**src/rtl/mem_arbiter_nch.sv**
```systemverilog
// mem_arbiter_nch: N-channel arbiter and byte-serial engine for the 8-bit
// unified RAM/IO bus. One channel is granted per IDLE cycle. Its 1/2/4-byte
// access is then run one byte per cycle on mem_a/mem_din/mem_dout/mem_wr.
// The access finishes with a one-cycle done_o pulse on the granted channel.
module mem_arbiter_nch #(
  parameter int N_CH          = 2,
  parameter int PRIORITY_MODE = 0,
  parameter int ADDR_W        = 32
) (
  input  logic                 clk_in,
  input  logic                 rst_in,
  input  logic                 rdy_in,
  input  logic [N_CH-1:0]      req_i,
  input  logic [N_CH-1:0]      we_i,
  input  logic [N_CH*32-1:0]   addr_i,
  input  logic [N_CH*32-1:0]   wdata_i,
  input  logic [N_CH*2-1:0]    len_i,
  input  logic [N_CH-1:0]      flush_i,
  output logic [N_CH-1:0]      done_o,
  output logic [31:0]          rdata_o,
  output logic                 busy_o,
  input  logic [7:0]           mem_din,
  output logic [7:0]           mem_dout,
  output logic [ADDR_W-1:0]    mem_a,
  output logic                 mem_wr,
  input  logic                 io_buffer_full
);

  localparam int              CH_W   = (N_CH > 1) ? $clog2(N_CH) : 1;
  localparam logic [CH_W:0]   N_CH_V = (CH_W + 1)'(N_CH);

  typedef enum logic [2:0] {
    S_IDLE,
    S_READ,
    S_WRITE,
    S_WAIT_IO,
    S_DONE
  } state_t;

  state_t          r_state, w_next_state;
  logic [CH_W-1:0] r_ch, r_rr;
  logic            r_we;
  logic            r_cap;      // mem_din this cycle holds byte r_cnt-1
  logic [31:0]     r_addr, r_wdata, r_rdata;
  logic [2:0]      r_nbytes, r_cnt;

  logic [31:0]     w_addr_arr  [N_CH];
  logic [31:0]     w_wdata_arr [N_CH];
  logic [1:0]      w_len_arr   [N_CH];
  logic [N_CH-1:0] w_cand, w_pick;
  logic            w_grant_valid;
  logic [CH_W-1:0] w_off, w_grant_ch, w_next_rr;
  logic [CH_W:0]   w_sum, w_inc;
  logic [2:0]      w_nbytes;
  logic            w_flush_cur, w_io_stall, w_last_wr;
  logic [31:0]     w_byte_addr;

  // Unpack the flattened per-channel request fields.
  always_comb begin
    for (int i = 0; i < N_CH; i++) begin
      w_addr_arr[i]  = addr_i[32*i +: 32];
      w_wdata_arr[i] = wdata_i[32*i +: 32];
      w_len_arr[i]   = len_i[2*i +: 2];
    end
  end

  // Winner selection: lowest index, or first requester at/after the rr pointer.
  // NOTE: every variable gets a default before any conditional assignment, so
  // no path through the block leaves a value unassigned and no latch is inferred.
  always_comb begin
    w_cand        = req_i & ~flush_i;
    w_pick        = (PRIORITY_MODE == 1) ? N_CH'({w_cand, w_cand} >> r_rr) : w_cand;
    w_grant_valid = |w_pick;
    w_off         = '0;
    for (int i = N_CH - 1; i >= 0; i--) begin
      if (w_pick[i]) w_off = CH_W'(i);
    end
    w_sum = {1'b0, w_off};
    if (PRIORITY_MODE == 1) w_sum = w_sum + {1'b0, r_rr};
    if (w_sum >= N_CH_V) w_sum = w_sum - N_CH_V;
    w_grant_ch = w_sum[CH_W-1:0];
    w_inc      = {1'b0, w_grant_ch} + (CH_W + 1)'(1);
    if (w_inc >= N_CH_V) w_inc = '0;
    w_next_rr = w_inc[CH_W-1:0];
    unique case (w_len_arr[w_grant_ch])
      2'd0:    w_nbytes = 3'd1;
      2'd1:    w_nbytes = 3'd2;
      default: w_nbytes = 3'd4;  // 2 is illegal and runs as a 4-byte access
    endcase
  end

  // Status of the in-flight access used by both the FSM and the bus drivers.
  always_comb begin
    w_flush_cur = flush_i[r_ch] & ~r_we;  // stores always complete
    w_io_stall  = (r_addr[17:16] == 2'b11) & io_buffer_full;
    w_last_wr   = (r_cnt == r_nbytes - 3'd1);
    w_byte_addr = r_addr + {29'd0, r_cnt};  // wraps modulo 2^32
  end

  // Next-state logic; a low rdy_in freezes the FSM.
  always_comb begin
    w_next_state = r_state;
    if (rdy_in) begin
      unique case (r_state)
        S_IDLE:    if (w_grant_valid) w_next_state = we_i[w_grant_ch] ? S_WRITE : S_READ;
        S_READ:    if (w_flush_cur) w_next_state = S_IDLE;
                   else if (r_cnt == r_nbytes) w_next_state = S_DONE;
        S_WRITE:   if (w_io_stall) w_next_state = S_WAIT_IO;
                   else if (w_last_wr) w_next_state = S_DONE;
        S_WAIT_IO: if (!io_buffer_full) w_next_state = S_WRITE;
        S_DONE:    w_next_state = S_IDLE;
        default:   w_next_state = S_IDLE;
      endcase
    end
  end

  // State register.
  // NOTE: sequential state uses non-blocking assignments so every register
  // samples pre-edge values and the result does not depend on process order.
  always_ff @(posedge clk_in or negedge rst_in) begin
    if (!rst_in) r_state <= S_IDLE;
    else         r_state <= w_next_state;
  end

  // Access datapath: latch the grant, step the byte counter, capture read bytes.
  always_ff @(posedge clk_in or negedge rst_in) begin
    if (!rst_in) begin
      r_ch     <= '0;
      r_rr     <= '0;
      r_we     <= 1'b0;
      r_cap    <= 1'b0;
      r_addr   <= '0;
      r_wdata  <= '0;
      r_rdata  <= '0;
      r_nbytes <= '0;
      r_cnt    <= '0;
    end else if (rdy_in) begin
      case (r_state)
        S_IDLE: if (w_grant_valid) begin
          r_ch     <= w_grant_ch;
          r_we     <= we_i[w_grant_ch];
          r_addr   <= w_addr_arr[w_grant_ch];
          r_wdata  <= w_wdata_arr[w_grant_ch];
          r_nbytes <= w_nbytes;
          r_cnt    <= '0;
          r_cap    <= 1'b0;
          r_rdata  <= '0;
          if (PRIORITY_MODE == 1) r_rr <= w_next_rr;
        end
        S_READ: begin
          if (!w_flush_cur) begin
            for (int b = 0; b < 4; b++) begin
              if (r_cap && r_cnt == 3'(b + 1)) r_rdata[8*b +: 8] <= mem_din;
            end
          end
          if (!w_flush_cur && r_cnt != r_nbytes) begin
            r_cnt <= r_cnt + 3'd1;
            r_cap <= 1'b1;
          end else begin
            r_cap <= 1'b0;
          end
        end
        S_WRITE: if (!w_io_stall && !w_last_wr) r_cnt <= r_cnt + 3'd1;
        default: ;
      endcase
    end else if (r_state == S_READ && r_cap) begin
      // The byte due this cycle is lost; step back so its address is re-driven.
      r_cnt <= r_cnt - 3'd1;
      r_cap <= 1'b0;
    end
  end

  // Bus and completion outputs, decoded from the registered access state.
  always_comb begin
    mem_a    = '0;
    mem_dout = '0;
    mem_wr   = 1'b0;
    done_o   = '0;
    unique case (r_state)
      S_READ:  if (rdy_in && r_cnt != r_nbytes) mem_a = ADDR_W'(w_byte_addr);
      S_WRITE, S_WAIT_IO: begin
        mem_a    = ADDR_W'(w_byte_addr);
        mem_dout = 8'(r_wdata >> {r_cnt, 3'b000});
        mem_wr   = rdy_in && (r_state == S_WRITE) && !w_io_stall;
      end
      S_DONE:  if (rdy_in && !w_flush_cur) done_o = N_CH'(1) << r_ch;
      default: ;
    endcase
  end

  assign busy_o  = (r_state != S_IDLE);
  assign rdata_o = r_rdata;

endmodule
```
**config.mk**
```make
export PLATFORM = sky130hd
export DESIGN_NAME = mem_arbiter_nch
export DESIGN_NICKNAME = d
export VERILOG_FILES = /design/src/rtl/mem_arbiter_nch.sv
export SDC_FILE = /design/constraint.sdc
export NUM_CORES = 1
export LEC_CHECK = 0
export ABC_AREA = 0
export BUFFER_PORTS_ARGS = -buffer_cell sky130_fd_sc_hd__buf_4
export CAP_MARGIN = 25
export CORE_UTILIZATION = 47
export DETAILED_ROUTE_END_ITERATION = 7
export PLACE_DENSITY = 0.76
export SLEW_MARGIN = 20
export SYNTH_ARGS = -nofsm -noshare
export SYNTH_HDL_FRONTEND = slang
export SYNTH_SLANG_ARGS = --single-unit
```
**constraint.sdc**
```tcl
create_clock -name clk_in -period 2.8 [get_ports clk_in]
set_clock_uncertainty 0.1 [all_clocks]
set_input_delay 0.14 -clock clk_in [delete_from_list [all_inputs] [get_ports clk_in]]
set_output_delay 0.14 -clock clk_in [all_outputs]
set_load 0.05 [all_outputs]
```
[After elaboration in Yosys (flattened, before gate mapping)]
Index checks and enable logic that the tools add are counted.
Cells by class
  add/sub/neg operators: 4
  magnitude comparators: 3
  equal/unequal tests: 27
  shift-type cells: 2
  mux-type cells: 48
  bitwise logic cells: 6
  reductions and logical operators: 29
Operator list (count)
  $mux W32: 9
  $pmux W32 S2: 2
  $mux W8: 5
  $mux W3: 11
  $add A32 B3 Y32: 1
  $shr A32 B6 Y8: 1
  $reduce_and A5 Y1: 6
  $ne A3 B3 Y1 const B: 5
  $ne A2 B2 Y1 const B: 7
  $eq A3 B2 Y1 const B: 4
  $mux W2: 6
  $pmux W3 S4: 1
  $logic_and A1 B1 Y1: 11
  $mux W1: 11
  $pmux W3 S3: 1
  $eq A3 B1 Y1 const B: 2
  $eq A3 B3 Y1: 2
  $eq A3 B3 Y1 const B: 2
  $pmux W3 S2: 1
  $reduce_and A3 Y1: 2
  $sub A3 B1 Y3 const B: 2
  $lt A1 B2 Y1 const B: 2
  $ne A4 B1 Y1 const B: 1
  $reduce_bool A2 Y1: 2
  18 further kinds: 22
Word-level totals
  register bits: 108
  input bits: 150
  output and inout port bits: 76

[Logic depth before layout (Yosys ltp)]
Gate-level depths: netlist (run 1).
  depth in word-level cells: 10
  depth in mapped cells: 8
  gate-level depth less buffers: 8

[Worst setup path after synthesis (run 1)]
Ideal clock, no wire load.
  path type: flip-flop to output port
  start point: reg r_cnt[1]
  end point: out mem_a[16]
  arrival time: 2.972 ns
  setup slack: -0.412 ns
  stages on the path, launching flop included: 8
  path through: dfrtp_1 buf_1 inv_1 fa_1 nor2b_1 o2111ai_1 or3_1 a21oi_1
On the way
  cells in the longest elaborated chain, start to end: 4
  elaborated cells on any way between the ends: 5
Ends and longest elaborated chain
  from (decl): RTL line 45  | logic [2:0] r_nbytes, r_cnt;
  from (signal assigned): RTL line 157  | r_cnt <= r_cnt + 3'd1;
  from (signal assigned): RTL line 163  | S_WRITE: if (!w_io_stall && !w_last_wr) r_cnt <= r_cnt + 3'd1;
  from (signal assigned): RTL line 168  | r_cnt <= r_cnt - 3'd1;
  parallel branches: the longest is 3 deep, another holds $add A32 B3 Y32
  $pmux W32 S2 (*): RTL line 179  | unique case (r_state)
  to (decl): RTL line 24  | output logic [ADDR_W-1:0] mem_a,
Mark *: on every way between the ends.

[Worst setup path after layout (run 1)]
  start point: reg r_cnt[0]
  end point: out mem_a[28]
The elaborated chain is that of the path after synthesis.

==> results of run 1 <==
-- worst max-delay path, cell delays in order, from the launching register on --
cell and delay, ns:
dfrtp_1 0.36, ha_2 0.19, inv_2 0.04, fa_2 0.36, nor2b_4 0.17, buf_4 0.14
o2111ai_4 0.16, nor4_2 0.32, xnor2_1 0.17, nor2_2 0.05, buf_4 0.19
-- final cells by class --
class / count / area, µm²
Timing Repair Buffer: 296 / 2370
Sequential cell: 108 / 2710
Multi-Input combinational cell: 481 / 3480
Tap cell: 172 / 215
Fill cell: 966 / 3700
Inverter: 16 / 60.1
Clock buffer: 10 / 239
Clock inverter: 6 / 47.5
-- placed cells by master (no fill, tap or decap), types with 3 or more instances in the layout --
| cell type | synthesis | layout |
|---|---|---|
| buf_12 | 0 | 3 |
| mux2_2 | 19 | 19 |
| or3_1 | 10 | 8 |
| ha_1 | 10 | 9 |
| xor2_1 | 6 | 6 |
| a32o_1 | 9 | 9 |
| dlygate4sd3_1 | 0 | 40 |
| and2_1 | 11 | 11 |
| nor2_1 | 36 | 32 |
| nor2_2 | 0 | 4 |
| dfrtp_1 | 108 | 105 |
| mux2i_1 | 68 | 68 |
| buf_6 | 0 | 4 |
| nor2b_1 | 11 | 9 |
| dfrtp_2 | 0 | 3 |
| nand2_1 | 87 | 87 |
| a22o_1 | 9 | 9 |
| xnor2_1 | 20 | 20 |
| a21oi_2 | 1 | 5 |
| clkbuf_16 | 0 | 9 |
| nor4_1 | 6 | 5 |
| inv_1 | 16 | 15 |
| buf_4 | 1 | 249 |
| nor3b_1 | 5 | 5 |
| nand3_1 | 12 | 11 |
| a21oi_1 | 17 | 12 |
| o21ai_0 | 79 | 78 |
| nand4_1 | 4 | 4 |
| nor3_1 | 9 | 7 |
| and4_4 | 1 | 3 |
| mux4_2 | 8 | 8 |
| and3_1 | 5 | 4 |
-- through the flow --
step           std cells  worst slack, ns  util [%]  area, µm²
6_report            1089           0.0616      71.2       9130
3_5_place_dp        1017            0.147      64.1       8220
2_1_floorplan        644           0.0305         -       6300
4_1_cts             1079           0.0196      70.1       8990
3_3_place_gp        1017            0.227      64.1       8220
5_1_grt             1089          -0.0414      71.2       9130
-- power by group --
| group | leakage (nW) | internal, mW | switching [mW] | total [mW] |
|---|---|---|---|---|
| sequential | 1.39 | 2.18 | 0.558 | 2.74 |
| combinational | 2.66 | 1.82 | 2.77 | 4.58 |
| clock | 0.145 | 0.638 | 0.598 | 1.24 |
-- sequential cells by signal, summed over array words and instances, names as in the netlist --
signal	cells
r_addr	32
r_cap	1
r_ch	1
r_cnt	3
r_nbytes	3
r_state	3
r_wdata	32
r_we	1
rdata_o	32
-- what timing repair did --
| action | 4_1_cts | 5_1_grt |
|---|---|---|
| cloned | 0 | 0 |
| pin swaps | 0 | 5 |
| endpoints found under the setup margin | 13 | 10 |
| gates resized for setup | 10 | 16 |
| hold buffers | 39 | 1 |
| setup buffers | 7 | 9 |
| hold endpoints to repair | 71 | 1 |
-- per-layer routing --
layer / vias to the layer above / GRT usage [%]
met1: 2894 / 34.0
li1: 2828 / -
met5: - / 0
met4: 0 / 7.69
met2: 211 / 46.4
met3: 24 / 4.17
-- final timing paths --
kind / start / to / slack [ns] / cells after the start
hold / removal: wdata_i[46] / r_wdata[14]$_DFFE_PN0P_ / -0.007 / 3
setup reg to reg: r_cnt[0]$_DFFE_PN0P_ / rdata_o[25]$_DFFE_PN0P_ / 0.33 / 7
setup / recovery: r_cnt[0]$_DFFE_PN0P_ / mem_a[28] / 0.06 / 10
min in group asynchronous: rst_in / r_addr[13]$_DFFE_PN0P_ / 0.25 / 2
max in group asynchronous: rst_in / r_cnt[2]$_DFFE_PN0P_ / 1.61 / 3
hold reg to reg: r_wdata[9]$_DFFE_PN0P_ / r_wdata[9]$_DFFE_PN0P_ / 0.38 / 2
-- cells by family after synthesis --
group	synth area share [%]
DFF	43.1
AOI/OAI and AO/OA	13.4
buffers and inverters	3.49
and+or+nand+nor	16.5
adders and majority gates	2.32
muxes	17.1
xor gates and xnor gates	4.01
==> impl_metrics.json, run 1 <==
{
  "status": "complete, but fails checks",
  "violations": "negative hold slack",
  "drt_wl_total_um": 18700,
  "antenna_found_initial": 0,
  "crit_type": "register to output port",
  "maxSlewHeadroom_pct": 46.9,
  "antenna_left": 0,
  "rsz0062_at_grt": "yes",
  "ys.flop_type": "dfrtp_1",
  "crit_path_start_kind": "register",
  "maxCapViolCount": 0,
  "initialDrtViolationCount": 465,
  "drive_gt1_share_pct": 36.8,
  "gp_congestion": 0.886,
  "clock-sinks": 108,
  "dieArea_um2": 13800,
  "synth_commonest_cells": "108 x dfrtp_1, 87 x nand2_1, 79 x o21ai_0",
  "min_period_over_period_pct": 97.8,
  "cts_buffers": 9,
  "ys_types": 57,
  "cts_max_level": 3,
  "yosys_warnings": 0,
  "hold_violations": 5,
  "yosysMostFrequentCell": "dfrtp_1",
  "area_delta_synth_final_pct": 45.6,
  "cp-end-kind": "output port",
  "slew_violations": 0,
  "synth_top_cell_by_area": "dfrtp_1",
  "setup_viol": 0,
  "synth_top_area_share_pct": 43.1,
  "ioPinCount": 226,
  "route.met3.wl_um": 977,
  "worst_pin_slew_ns": 0.786,
  "tritoncts": "yes",
  "timing.setup.tns_ns": 0,
  "power_mw": 8.56,
  "met2WireLength_um": 9510,
  "firstDrtPassIters": 5,
  "path_clk_slew_ns": 0.07,
  "vias": 5957,
  "grt_pass1_wl_um": 29400,
  "worstPathArrival_ns": 2.50,
  "final.min_clock_period_ns": 2.74,
  "worstSkewPairLatency_ns": 0.35,
  "synthCells": 644,
  "synthArstFlopShare_pct": 100,
  "cts_root_buf": "clkbuf_16",
  "grt_start_max_net_pins": 78,
  "max_freq_mhz": 365,
  "ir_drop_v": 0.000435,
  "synth_area_um2": 6270,
  "grt_pass1_vias": 5934,
  "drt-met1-wl_um": 7920,
  "worstHoldPathType": "input port to register",
  "grt_usage_pct": 26.6,
  "clockBufferDepth": 2,
  "highest_layer": "met4",
  "layout.nets": 1073,
  "rows": 41,
  "port_buffers": 225,
  "core_um2": 12800,
  "grt_overflow": 0,
  "crit_fanout": 7,
  "place_hpwl_um": 13500,
  "synth_edf_count": 0,
  "syn_avg_cell_area_um2": 9.73,
  "p_per_area_nw_per_um2": 938,
  "post_drt_wl_per_cell_um": 17.2,
  "synth_seq_cells": 108,
  "initial_utilization_pct": 48.9,
  "required_ns": 2.56,
  "drc_errors": 0,
  "die_x_um": 117,
  "holdWs_ns": -0.00745,
  "synth.net_count": 805,
  "vias_per_cell": 5.47,
  "synthTopCellsByArea": "dfrtp_1 43%, mux2i_1 11%, o21ai_0 6.3%",
  "p_leak_nw": 4.19,
  "yosysSeqAreaShare_pct": 43.1,
  "die_h_um": 117,
  "n_antenna_cell": 0
}
Note: power is estimated with default switching activity, not from simulation.
==> inputs of run 2 (changes only) <==
--- a/config.mk
+++ b/config.mk
@@ -10,7 +10,7 @@
 export CAP_MARGIN = 25
 export CORE_UTILIZATION = 47
 export DETAILED_ROUTE_END_ITERATION = 7
-export PLACE_DENSITY = 0.76
+export PLACE_DENSITY = 0.85
 export SLEW_MARGIN = 20
 export SYNTH_ARGS = -nofsm -noshare
 export SYNTH_HDL_FRONTEND = slang
==> run 2 against run 1 <==
- the flow still finishes with violations (negative hold slack)
- design area up 2.5%
- first-iteration DRC count decreased by 19%
- hold slack improved by 0.0059 ns
- sequential power is essentially flat
- routed wire length grew 2.3%
- fmax down 1.6%
- flip-flop and latch count stayed put
- critical endpoint is now mem_a[29]
- largest cell class unchanged
==> impl_metrics.json, run 2 (synthesis results as in run 1) <==
{
  "maxCapViolCount": 0,
  "p_leak_nw": 4.28,
  "dieArea_um2": 13800,
  "post_drt_wl_per_cell_um": 17.3,
  "busiest_layer": "met2",
  "worst_path_dominant_cell_family": "simple AND/OR/NAND/NOR gates",
  "rsz0062_at_grt": "yes",
  "setup_viol": 0,
  "p_switching_mw": 3.92,
  "n_antenna_cell": 0,
  "multiInputGateArea_um2": 3500,
  "nFillCells": 928,
  "area_delta_synth_final_pct": 49.2,
  "min_period_over_period_pct": 99.4,
  "switching_share_pct": 45.7,
  "finalWorstSetupSlack_ns": 0.0164,
  "hold_violations": 2,
  "p_per_area_nw_per_um2": 919,
  "crit_path_start_kind": "register",
  "required_ns": 2.56,
  "antenna_left": 0,
  "vias": 6186,
  "grt_overflow": 0,
  "rows": 41,
  "gp_congestion": 0.883,
  "port_buffers": 225,
  "grt_use_met2_pct": 47.9,
  "drc_errors": 0,
  "drt_wl_total_um": 19200,
  "crit_chain": "and4_4 > nand4_4 > or4_4 > or4_4 > a21oi_2 > buf_6",
  "r2r-end": "rdata_o[26]$_DFFE_PN0P_",
  "whs_path_depth": 3,
  "seqPwrFrac_pct": 32.3,
  "rrSetupSlack_ns": 0.33,
  "cts_max_level": 3,
  "crit_buf_inv": 1,
  "clockBufferDepth": 2,
  "slowest_delay_ns": 0.60,
  "cp-end-kind": "output port",
  "firstDrtPassIters": 5,
  "status": "complete, but fails checks",
  "tritoncts": "yes",
  "slew_violations": 0,
  "dpl_worst_slack_ns": 0.155,
  "cts_root_buf": "clkbuf_16",
  "maxSlewHeadroom_pct": 39.8,
  "initialDrtViolationCount": 375,
  "worstPathArrival_ns": 2.54,
  "startpoint": "r_addr[17]$_DFFE_PN0P_",
  "clock-sinks": 108,
  "layout.area.seq_um2": 2700,
  "die_h_um": 117,
  "drive_gt1_share_pct": 35.9,
  "worstHoldPathType": "input port to register",
  "initial_utilization_pct": 48.9,
  "grt_start_max_net_pins": 66,
  "path_clk_slew_ns": 0.07,
  "layout.nets": 1091,
  "core_um2": 12800,
  "grt_util_met3_pct": 5.38,
  "grt_usage_pct": 27.6,
  "gr-usage-met1_pct": 33.3,
  "mostFrequentLayoutCells": "244 x buf_4, 107 x dfrtp_1, 87 x nand2_1",
  "antenna_found_initial": 0,
  "hold_path_end": "r_addr[20]$_DFFE_PN0P_",
  "cpMostUsedCell": "or4_4",
  "internal_power_mw": 4.67,
  "rr_worst_depth": 7,
  "layout.cells.non_filler": 1107,
  "crit_fanout": 8,
  "worstSkewPairLatency_ns": 0.35,
  "cp_slowest_cell": "or4_4",
  "place_hpwl_um": 13200,
  "holdWs_ns": -0.00157,
  "die_x_um": 117,
  "final.min_clock_period_ns": 2.78,
  "r2r_start": "r_cnt[0]$_DFFE_PN0P_",
  "ir_drop_v": 0.000378,
  "grt_pass1_wl_um": 30000,
  "grt_pass1_vias": 6021,
  "mostFrequentLayoutCell": "buf_4",
  "vias_per_cell": 5.59,
  "dp.cells": 1022,
  "ioPinCount": 226,
  "max_freq_mhz": 359,
  "crit_type": "register to output port",
  "cts_buffers": 9,
  "comb_power_share_pct": 53.3,
  "worst_pin_slew_ns": 0.892,
  "clkPwrFrac_pct": 14.4,
  "min_from": "addr_i[52]",
  "violations": "negative hold slack"
}
[run 2: final cells by class]
| class | count | share of cell area, % |
|---|---|---|
| Tap cell | 172 | 2.30 |
| Sequential cell | 108 | 28.9 |
| Inverter | 16 | 0.642 |
| Multi-Input combinational cell | 481 | 37.5 |
| Timing Repair Buffer | 314 | 27.6 |
| Clock inverter | 4 | 0.348 |
| Clock buffer | 12 | 2.74 |
[run 2: power groups by stage]
| stage | Clock [mW] | Sequential, mW | Combinational, mW |
|---|---|---|---|
| after CTS | 1.26 | 2.76 | 4.44 |
| after global routing | 1.32 | 2.85 | 4.91 |
| after detailed placement | 0 | 2.78 | 4.29 |
| after global placement | 0 | 2.75 | 4.21 |
| after floorplan | 0 | 2.99 | 2.64 |
| final | 1.24 | 2.77 | 4.58 |
[run 2: how the worst max path moves through the flow]
stage | endpoint | slack, ns | cells past startpoint
after floorplan | mem_a[24] | 0.03 | 8
after global placement | mem_a[20] | 0.22 | 8
after detailed placement | mem_a[20] | 0.15 | 8
after CTS | mem_a[29] | -0.03 | 8
after global routing | mem_a[20] | -0.04 | 8
final | mem_a[29] | 0.02 | 6
[run 2: layer usage]
metal | share of wire, % | vias up
met5 | 0 | -
met2 | 51 | 294
met4 | 3.0 | 0
met1 | 39 | 2964
li1 | - | 2882
met3 | 7.0 | 46
[run 2: through the flow]
stage | cell area (µm²) | hold WS, ns | util [%] | power [mW] | TNS (ns)
finish | 9350 | -0.00157 | 72.9 | 8.59 | 0
global route | 9350 | 0.0113 | 72.9 | 9.08 | -0.262
CTS | 9240 | 0.000270 | 72.1 | 8.46 | -0.0347
detailed placement | 8270 | 0.0779 | 64.5 | 7.07 | 0
global placement | 8270 | 0.0752 | 64.5 | 6.96 | 0
floorplan | 6300 | -0.256 | - | 5.63 | 0
[run 2: what timing repair did]
action / 4_1_cts / 5_1_grt
gates resized for setup: 12 / 18
buffers inserted: 2 / 7
endpoints found under the hold margin: 75 / 0
setup endpoints to repair: 12 / 13
hold buffers: 60 / 0
pin swaps: 5 / 9
[run 2: tightest hold or removal path, stage by stage]
cell and delay [ns]:
buf_4 0.08, mux2i_1 0.05, o21ai_0 0.14
==> inputs of run 3 (changes only) <==
--- a/config.mk
+++ b/config.mk
@@ -5,12 +5,12 @@
 export SDC_FILE = /design/constraint.sdc
 export NUM_CORES = 1
 export LEC_CHECK = 0
-export ABC_AREA = 0
+export ABC_AREA = 1
 export BUFFER_PORTS_ARGS = -buffer_cell sky130_fd_sc_hd__buf_4
 export CAP_MARGIN = 25
 export CORE_UTILIZATION = 47
 export DETAILED_ROUTE_END_ITERATION = 7
-export PLACE_DENSITY = 0.85
+export PLACE_DENSITY = 0.84
 export SLEW_MARGIN = 20
 export SYNTH_ARGS = -nofsm -noshare
 export SYNTH_HDL_FRONTEND = slang
==> constraint.sdc (replaced) <==
create_clock -name clk_in -period 3.6 [get_ports clk_in]
set_clock_uncertainty 0.1 [all_clocks]
set_input_delay 0.18 -clock clk_in [delete_from_list [all_inputs] [get_ports clk_in]]
set_output_delay 0.18 -clock clk_in [all_outputs]
set_load 0.05 [all_outputs]
==> run 3 against run 2 <==
- the flow now finishes without violations
- via count up 23%
- combinational power up 5.5%
- clock power down 18%
- first-iteration DRC count up 100%
- sequential power down 17%
- synthesized area up 7.2%
- setup slack better by 0.43 ns
- routed wire length up 16%
- largest cell class unchanged
- largest power group unchanged
- highest routed layer unchanged
==> impl_metrics.json, run 3 <==
{
  "status": "complete, no violations",
  "cp_slowest_cell": "nor3_1",
  "synth_area_um2": 6720,
  "postCtsSetupBuffers": 0,
  "slowest_delay_ns": 0.48,
  "cts_max_level": 3,
  "crit_type": "register to output port",
  "synth_top_cell_by_area": "dfrtp_1",
  "cp.depth": 13,
  "power_mw": 8.17,
  "synth_seq_cells": 108,
  "dp.cells": 1324,
  "gp_congestion": 0.947,
  "ioPinCount": 226,
  "rr_worst_depth": 9,
  "antenna_left": 0,
  "cpMostUsedCell": "nand2_1",
  "yosysSeqAreaShare_pct": 40.2,
  "synthArstFlopShare_pct": 100,
  "core_um2": 13900,
  "synth_commonest_cells": "159 x nand2_1, 152 x nor2_1, 137 x a21oi_1",
  "timing.setup.tns_ns": 0,
  "maxSlewHeadroom_pct": 43.7,
  "ys_types": 31,
  "mostFrequentLayoutCell": "buf_4",
  "vias_per_cell": 5.59,
  "syn_avg_cell_area_um2": 6.98,
  "crit_fanout": 15,
  "crit_path_start_kind": "register",
  "die_x_um": 122,
  "nFillCells": 1224,
  "worstHoldPathType": "input port to register",
  "drt_wl_total_um": 22300,
  "path_clk_slew_ns": 0.07,
  "p_leak_nw": 4.39,
  "grt_overflow": 0,
  "ir_drop_v": 0.000470,
  "yosysMostFrequentCell": "nand2_1",
  "drive_gt1_share_pct": 22.9,
  "max_freq_mhz": 317,
  "clock-sinks": 108,
  "mostFrequentLayoutCells": "236 x buf_4, 158 x nand2_1, 152 x nor2_1",
  "hold_violations": 0,
  "grt_pass1_vias": 7021,
  "worst_path_dominant_cell_family": "simple AND/OR/NAND/NOR gates",
  "cts_buffers": 9,
  "min_period_over_period_pct": 87.7,
  "synth_edf_count": 0,
  "port_buffers": 225,
  "worstPathArrival_ns": 2.88,
  "firstDrtPassIters": 5,
  "layout.nets": 1335,
  "antenna_found_initial": 0,
  "synth_top_area_share_pct": 40.2,
  "slew_violations": 0,
  "yosys_warnings": 0,
  "rows": 43,
  "grt_start_max_net_pins": 83,
  "synthCells": 962,
  "n_antenna_cell": 0,
  "holdWs_ns": 0.00731,
  "final.min_clock_period_ns": 3.16,
  "cts_root_buf": "clkbuf_16",
  "synth.net_count": 1123,
  "required_ns": 3.32,
  "p_per_area_nw_per_um2": 906,
  "worst_pin_slew_ns": 0.845,
  "place_hpwl_um": 16000,
  "post_drt_wl_per_cell_um": 16.4,
  "crit_chain": "buf_4 > inv_2 > fa_1 > inv_1 > nand2_1 > nand2_1 > nand2_1 > nor3_1 > nand3_1 > nand2_1 > nand2_1 > nor2_1 > buf_4",
  "cp-end-kind": "output port",
  "area_delta_synth_final_pct": 34.2,
  "initial_utilization_pct": 48.2,
  "worstSkewPairLatency_ns": 0.36,
  "die_h_um": 122,
  "synthTopCellsByArea": "dfrtp_1 40%, a21oi_1 10%, nand2_1 8.9%",
  "grt_pass1_wl_um": 35000,
  "layout.cells.non_filler": 1358,
  "initialDrtViolationCount": 765,
  "vias": 7598,
  "clockBufferDepth": 2,
  "setup_viol": 0,
  "whs_path_depth": 3,
  "rsz0062_at_grt": "no",
  "drc_errors": 0,
  "grt_usage_pct": 30.5,
  "tritoncts": "yes",
  "ys.flop_type": "dfrtp_1",
  "dieArea_um2": 14800,
  "crit_buf_inv": 4,
  "maxCapViolCount": 0
}
-- run 3: cell count changes in the layout (fill, tap and decap cells not counted), moves of 13 or more --
cell	delta
a21oi_1	+127
mux2_2	-19
a22oi_1	+16
nor2_1	+120
dlygate4sd3_1	-42
inv_1	+78
o21ai_0	-18
nand4_1	+72
nand2_1	+71
nor3_1	+13
mux2i_1	-68
xnor2_1	-18
nand3_1	+28
-- run 3: metal layers --
metal	vias up	wire length, µm	global-route usage, %
met3	56	1850	5.20
met2	401	10200	48.0
met1	3471	9340	40.8
met4	0	884	14.4
met5	-	0	0
li1	3670	-	-
-- run 3: worst paths after layout --
path	startpoint	end	slack, ns
worst max-delay path	r_cnt[1]$_DFFE_PN0P_	mem_a[28]	0.44
max in group asynchronous	rst_in	r_addr[14]$_DFFE_PN0P_	2.54
worst min register to register	rdata_o[23]$_DFFE_PN0P_	rdata_o[23]$_DFFE_PN0P_	0.41
worst max register to register	r_state[0]$_DFFE_PN0P_	r_wdata[11]$_DFFE_PN0P_	0.80
worst min-delay path	addr_i[12]	r_addr[12]$_DFFE_PN0P_	0.007
min in group asynchronous	rst_in	r_wdata[16]$_DFFE_PN0P_	0.23
-- run 3: what timing repair did --
item / in CTS / in global routing
hold buffers: 18 / 0
hold endpoints to repair: 47 / 0
resized for setup: 0 / 0
-- run 3: worst min-delay path, stage by stage --
cell and delay (ns):
buf_4 0.08, a21oi_1 0.05, a21oi_1 0.12
-- run 3: final cells by class --
class	count	area, µm²	share of cell area, %
tap	180	225	2.50
clock buffer	10	239	2.65
multi-input combinational	702	3430	38.1
inverter	97	364	4.04
timing repair buffer	256	1990	22.1
clock inverter	5	60.1	0.666
sequential	108	2700	30.0
-- run 3: stage by stage --
step           util, %  cell area, µm²  worst slack [ns]
2_1_floorplan        -            6720             0.804
3_3_place_gp      61.0            8500             0.860
3_5_place_dp      61.2            8530             0.811
4_1_cts           64.6            9000             0.417
5_1_grt           64.7            9020             0.211
6_report          64.7            9020             0.444
-- run 3: cells by family (layout without fill, tap and decap cells) --
logic type	after synthesis	in the layout	share of synthesized area [%]
XOR/XNOR	4	4	0.522
adder cells (fa/ha/maj)	11	11	2.16
AND/OR/NAND/NOR	455	455	29.6
AO/OA/AOI/OAI	232	232	18.5
buffers and inverters	152	368	8.96
flip-flops	108	108	40.2
-- run 3: power breakdown --
part	switching (mW)	internal, mW	total [mW]
registers	0.518	1.79	2.31
logic	3.36	1.47	4.83
clock network	0.465	0.560	1.02
total	4.34	3.83	8.17
